**src/rtl/vga_fb_arbiter.sv**
```systemverilog
// vga_fb_arbiter
// Shares one single-port synchronous framebuffer RAM between VGA scan-out and a
// pixel writer. Scan-out reads are prefetched three cycles ahead of the beam, on
// the first screen pixel of every framebuffer pixel, and always win the RAM.
// Every other cycle is offered to the writer, which sees a combinational ack.
// Data path: decide (p0) -> RAM port registers (p1) -> RAM data out (p2) -> pixReg.
module vga_fb_arbiter #(
    parameter int SCREEN_X    = 1024,
    parameter int SCREEN_Y    = 768,
    parameter int H_PERIOD    = 1329,
    parameter int V_PERIOD    = 807,
    parameter int SCALE_SHIFT = 2,
    parameter int FB_W        = 256,
    parameter int FB_H        = 192,
    parameter int ADDR_W      = 16,
    parameter int DATA_W      = 12
) (
    input  logic              clk,
    input  logic              rst,
    input  logic [11:0]       posX,
    input  logic [11:0]       posY,
    output logic [DATA_W-1:0] pix_out,
    input  logic              wr_req,
    input  logic [ADDR_W-1:0] wr_addr,
    input  logic [DATA_W-1:0] wr_data,
    output logic              wr_ack,
    output logic [ADDR_W-1:0] mem_addr,
    output logic              mem_we,
    output logic [DATA_W-1:0] mem_wdata,
    input  logic [DATA_W-1:0] mem_rdata
);

    // Prefetch distance: decide, drive address, RAM access, capture.
    localparam logic [12:0] LEAD      = 13'd3;
    localparam logic [12:0] H_P       = 13'(H_PERIOD);
    localparam logic [12:0] V_P       = 13'(V_PERIOD);
    localparam logic [12:0] SX_TGT    = 13'(SCREEN_X);
    localparam logic [12:0] SY_TGT    = 13'(SCREEN_Y);
    localparam logic [11:0] SX_VIS    = 12'(SCREEN_X);
    localparam logic [11:0] SY_VIS    = 12'(SCREEN_Y);
    localparam logic [31:0] FB_PIXELS = 32'(FB_W * FB_H);

    // One extra bit so posX+LEAD and posY+1 never overflow before the wrap test.
    logic [12:0]       nxRaw_p0;
    logic [12:0]       nyInc_p0;
    logic [12:0]       nx_p0;
    logic [12:0]       ny_p0;
    logic              readSlot_p0;
    logic [ADDR_W-1:0] rdAddr_p0;
    logic              wrInRange_p0;

    logic              vld_p1;
    logic              vld_p2;
    logic [DATA_W-1:0] pixReg;

    // ---- Stage p0: target position and slot decision (pure function of inputs) ----

    // Beam position LEAD cycles ahead, wrapping into the next line / frame.
    always_comb begin
        nxRaw_p0 = {1'b0, posX} + LEAD;
        nyInc_p0 = {1'b0, posY} + 13'd1;
        nx_p0    = nxRaw_p0;
        ny_p0    = {1'b0, posY};
        if (nxRaw_p0 >= H_P) begin
            nx_p0 = nxRaw_p0 - H_P;
            ny_p0 = (nyInc_p0 == V_P) ? 13'd0 : nyInc_p0;
        end
    end

    // A read is needed only when the target is the first screen pixel of a visible fb pixel.
    always_comb begin
        readSlot_p0  = (nx_p0 < SX_TGT) && (ny_p0 < SY_TGT)
                       && (nx_p0[SCALE_SHIFT-1:0] == '0);
        rdAddr_p0    = ADDR_W'(32'(ny_p0 >> SCALE_SHIFT) * 32'(FB_W)
                       + 32'(nx_p0 >> SCALE_SHIFT));
        wrInRange_p0 = 32'(wr_addr) < FB_PIXELS;
    end

    // Writer is granted any cycle the read schedule leaves free; never while in reset.
    assign wr_ack = !rst && wr_req && !readSlot_p0;

    // ---- Stage p1: registered RAM port ----

    // Reads take priority; out-of-range writes are acked but leave mem_we low.
    always_ff @(posedge clk) begin
        if (rst) begin
            mem_addr  <= '0;
            mem_we    <= 1'b0;
            mem_wdata <= '0;
        end else if (readSlot_p0) begin
            mem_addr <= rdAddr_p0;
            mem_we   <= 1'b0;
        end else if (wr_req) begin
            mem_addr  <= wr_addr;
            mem_wdata <= wr_data;
            mem_we    <= wrInRange_p0;
        end else begin
            mem_we <= 1'b0;
        end
    end

    // ---- Stage p2: RAM output valid; flags follow the read through the RAM latency ----

    // Valid flags for an in-flight read; reset drops anything already issued.
    always_ff @(posedge clk) begin
        if (rst) begin
            vld_p1 <= 1'b0;
            vld_p2 <= 1'b0;
        end else begin
            vld_p1 <= readSlot_p0;
            vld_p2 <= vld_p1;
        end
    end

    // ---- Stage p3: pixel hold register, lands exactly as the beam reaches the target ----

    // Capture the fetched pixel and hold it across the 2^SCALE_SHIFT screen pixels it covers.
    always_ff @(posedge clk) begin
        if (rst) begin
            pixReg <= '0;
        end else if (vld_p2) begin
            pixReg <= mem_rdata;
        end
    end

    // Blank outside the visible area regardless of what the hold register contains.
    assign pix_out = ((posX < SX_VIS) && (posY < SY_VIS)) ? pixReg : '0;

endmodule

```
**config.mk**
```make
export PLATFORM = sky130hd
export DESIGN_NAME = vga_fb_arbiter
export DESIGN_NICKNAME = d
export VERILOG_FILES = /design/src/rtl/vga_fb_arbiter.sv
export SDC_FILE = /design/constraint.sdc
export NUM_CORES = 1
export LEC_CHECK = 0
export CAP_MARGIN = 20
export CORE_ASPECT_RATIO = 0.8
export CORE_UTILIZATION = 45
export CTS_BUF_LIST = sky130_fd_sc_hd__clkbuf_8
export DETAILED_ROUTE_END_ITERATION = 6
export GPL_TIMING_DRIVEN = 0
export PLACE_DENSITY = 0.78
export SYNTH_ARGS = -nofsm -noshare
export SYNTH_HDL_FRONTEND = slang
export SYNTH_SLANG_ARGS = --single-unit
```
**constraint.sdc**
```tcl
create_clock -name clk -period 15.1 [get_ports clk]
set_input_delay 3.775 -clock clk [delete_from_list [all_inputs] [get_ports clk]]
set_output_delay 3.775 -clock clk [all_outputs]
set_load 0.01 [all_outputs]
```
==> metrics.md <==
| Metric | Value |
|---|---|
| Status | completed |
| Clock Tree Root | clkbuf_8 |
| Placement Rows | 28 |
| Post-synthesis register bit count | 43 |
| Met3 GRT Util | under 10% |
| I/O Buffers | roughly 100 |
| Clock Sinks | 43 |
| Pwr Density | ~63 nW/µm² |
| Final total power | 302 µW |
| Max-Cap Viols | 0 |
| Met2 usage | 38.5% |
| CP Class | in -> out |
| Grt ovf | 0 |
| Gp weighted congestion | a little over 0.9 |
| DR WL/cell | ~16 µm |
| Setup crit end kind | primary output |
| Leakage power | around 0.0017 µW |
| Die width | around 100 µm |
| 1st-pass router iterations | 5 |
| WL final | roughly 10000 µm |
| NumNets Final | approximately 600 |
| H-tree depth | 2 |
| Number of flops mapped to enable cells by yosys | 0 |
| Main combinational cell family by area after synthesis | simple AND/OR/NAND/NOR gates |
| Yosys warning count | 0 |
| Diodes inserted | 0 |
| Cells along the critical path | clkdlybuf4s50_1 > buf_2 > inv_1 > ha_1 > nand4b_2 > or3_1 > and4_1 > nand4b_1 > o41ai_1 > a21o_1 > a211o_1 > nor2_2 > buf_4 > nor3_1 > clkdlybuf4s50_1 |
| Layout cells sized above 1 | 10.2% |
| Simple-gate share of the synthesized area | 27.5% |
| Ys async rst share | 0% |
| Worst path arrival time | 8.00 ns |
| Most used flip-flop cell after synthesis | dfxtp_1 |
| Clock Skew | ~0.0040 ns |
| Post-CTS setup buffers | 0 |
| Vias in the first global route | between 3k and 4k |
| Post-route ant nets | 0 |
| Total nets after synthesis | 486 |
| 1st-iter DRT viols | 148 |
| Hold Slack | roughly 0.45 ns |
| CP dominant cell by count | clkdlybuf4s50_1 |
| Post-CTS sizing | 0 |
| Req. time, crit path | around 11 ns |
| Ports | about 110 |
| Number of remaining DRC errors | 0 |
| Worst-path fanout max | 10 |
| Via-per-instance ratio | between 5 and 6 |
| Register area share after synthesis | between 20% and 30% |
| Crit-path slowest cell | clkdlybuf4s50_1 |
| DPL Wire Length | around 8000 µm |
| Max Slew Vio Count | 0 |
| Tcrit/Tclk final | about 78% |
| RSZ-0062 raised after global routing | false |
| CP max stage delay | roughly 0.52 ns |
| Setup Total Neg Slack | 0 ns |
| Min-delay worst type | reg -> reg |
| Cts hold-fix bufs | 0 |
| CTS Buffer Depth | 2 |
| Global-route wire length before repair | 15800 µm |
| GRT busiest layer | met2 |
| Final min period | 11.78 ns |
| CP startpoint kind | primary input |
| Initial antenna violation count | 0 |
| Netlist cell types | 74 |
| Worst relative slew slack | between 40 and 50% |
| Maximum vdd drop | 0.0000406 V |
| Fmax | 84.9 MHz |
| Syn Std Cell Area | roughly 3500 µm² |
| Starting Density | a little under half |
| Clk slew on worst S/H paths | roughly 0.09 ns |
| Synth Area in Compound Gates | between 20% and 30% |
| Final core utilization | 63.9% |
| Most common cell after layout, fill and taps aside | clkdlybuf4s50_1 |
| Area share of fa/ha/maj cells after synthesis | roughly 3.4% |
| Most frequent cells in the layout | clkdlybuf4s50_1 (104), dfxtp_1 (43), nor2_1 (36) |
| TritonCTS clock tree | yes |
| Clk_lat worst skew | 0.30 ns |
| Largest net degree at the start of global routing | 16 |
| Global-route usage over all layers | ~25% |
| XOR/XNOR Fraction of Synth Area | 5.75% |
| Syn avg cell area | roughly 8.6 µm² |
| Die footprint | between 8000 and 9000 µm² |
| Final Hold Vio Count | 0 |
| Cells after Synth | just over 400 |
| Core area | roughly 7500 µm² |
| Setup-failing EPs final | 0 |
| Worst Tran Pin Value | about 0.86 ns |
| Multiplexer share of the synthesized area | 7.71% |
| Vias | 3521 |
| Grt met1 use | between 30% and 40% |
| Cts bufs inserted | 5 |
| Layout area overhead | 36.1% |
| Die Height | 80.9 µm |
path summary, 6_finish.rpt:
check / startpoint / to / slack (ns) / cells after the start
setup / recovery: posX[0] / wr_ack / 3.32 / 15
setup reg to reg: vld_p2 / pixReg[1] / 13.72 / 3
hold reg to reg: vld_p1 / vld_p2 / 0.45 / 1
hold / removal: vld_p1 / vld_p2 / 0.45 / 1
sequential cells by signal, summed over array words and instances (netlist names):
register and cells:
mem_wdata 12, pixReg 12, vld_p1 1, mem_addr 16, vld_p2 1, mem_we 1
synth_stat cells, drive strengths merged (2+ instances only):
master,n,area [µm²]
a2111oi,2,17.5
a211oi,16,148
a21boi,3,26.3
a21o,5,45.0
a21oi,13,80.1
a221oi,17,218
a22oi,2,15.0
a311oi,2,17.5
a31oi,3,18.8
and2,15,93.8
and3,5,31.3
buf,13,104
clkbuf,13,50.0
dfxtp,43,861
ha,8,100
inv,6,22.5
mux2i,27,270
nand2,26,97.6
nand2b,26,163
nand3,10,55.1
nand3b,2,15.0
nand4,3,33.8
nand4b,3,32.5
nor2,37,141
nor2b,21,131
nor3,15,75.1
nor3b,2,15.0
nor4,3,18.8
o211a,2,27.5
o211ai,3,27.5
o21ai,6,30.0
o21bai,3,22.5
o221ai,2,23.8
o22a,2,17.5
o22ai,5,31.3
o31ai,3,22.5
o32ai,3,45.1
or2,2,12.5
or3,2,12.5
xnor2,17,149
xor2,6,52.6
kinds of logic (layout without fill, tap and decap cells):
family,after synthesis,after routing
buffers and inverters,32,144
AO/OA/AOI/OAI,100,100
XOR/XNOR,23,23
AND/OR/NAND/NOR,176,176
adder cells (fa/ha/maj),9,9
flip-flops,43,43
multiplexers,27,27
through the flow:
stage                     instance area, µm²  instances  setup WS (ns)
final                                   4770        627           3.32
after global routing                    4770        627           3.04
after CTS                               4770        627           3.34
after detailed placement                4680        619           3.35
after global placement                  4680        619           3.39
after floorplan                         3510        410           4.88
report_power, final:
| part | total [µW] | switching, µW | leakage, µW | internal, µW |
|---|---|---|---|---|
| Sequential | 121 | 2.43 | 0.000352 | 118 |
| Clock | 78.4 | 45.3 | 0.0000408 | 33.1 |
| Combinational | 103 | 52.0 | 0.00130 | 50.7 |
critical path: cells and delay by family:
family / cells / cell delay, ns
AO/OA/AOI/OAI: 3 / 0.72
adder cells (fa/ha/maj): 1 / 0.30
buffers and inverters: 5 / 1.64
AND/OR/NAND/NOR: 6 / 1.57
area by class of cell:
cell class	count	area (µm²)
Inverter	6	22.5
Clock buffer	5	68.8
Multi-Input combinational cell	335	2470
Clock inverter	3	23.8
Sequential cell	43	861
Timing Repair Buffer	104	1040
Buffer	26	154
Tap cell	105	131
Fill cell	645	2690
per-layer routing:
layer,share of wire (%),routed length (µm)
met3,6.7,676
met4,1.9,193
met2,44,4410
met1,48,4840
met5,0,0
Note: power is estimated with default switching activity, not from simulation.
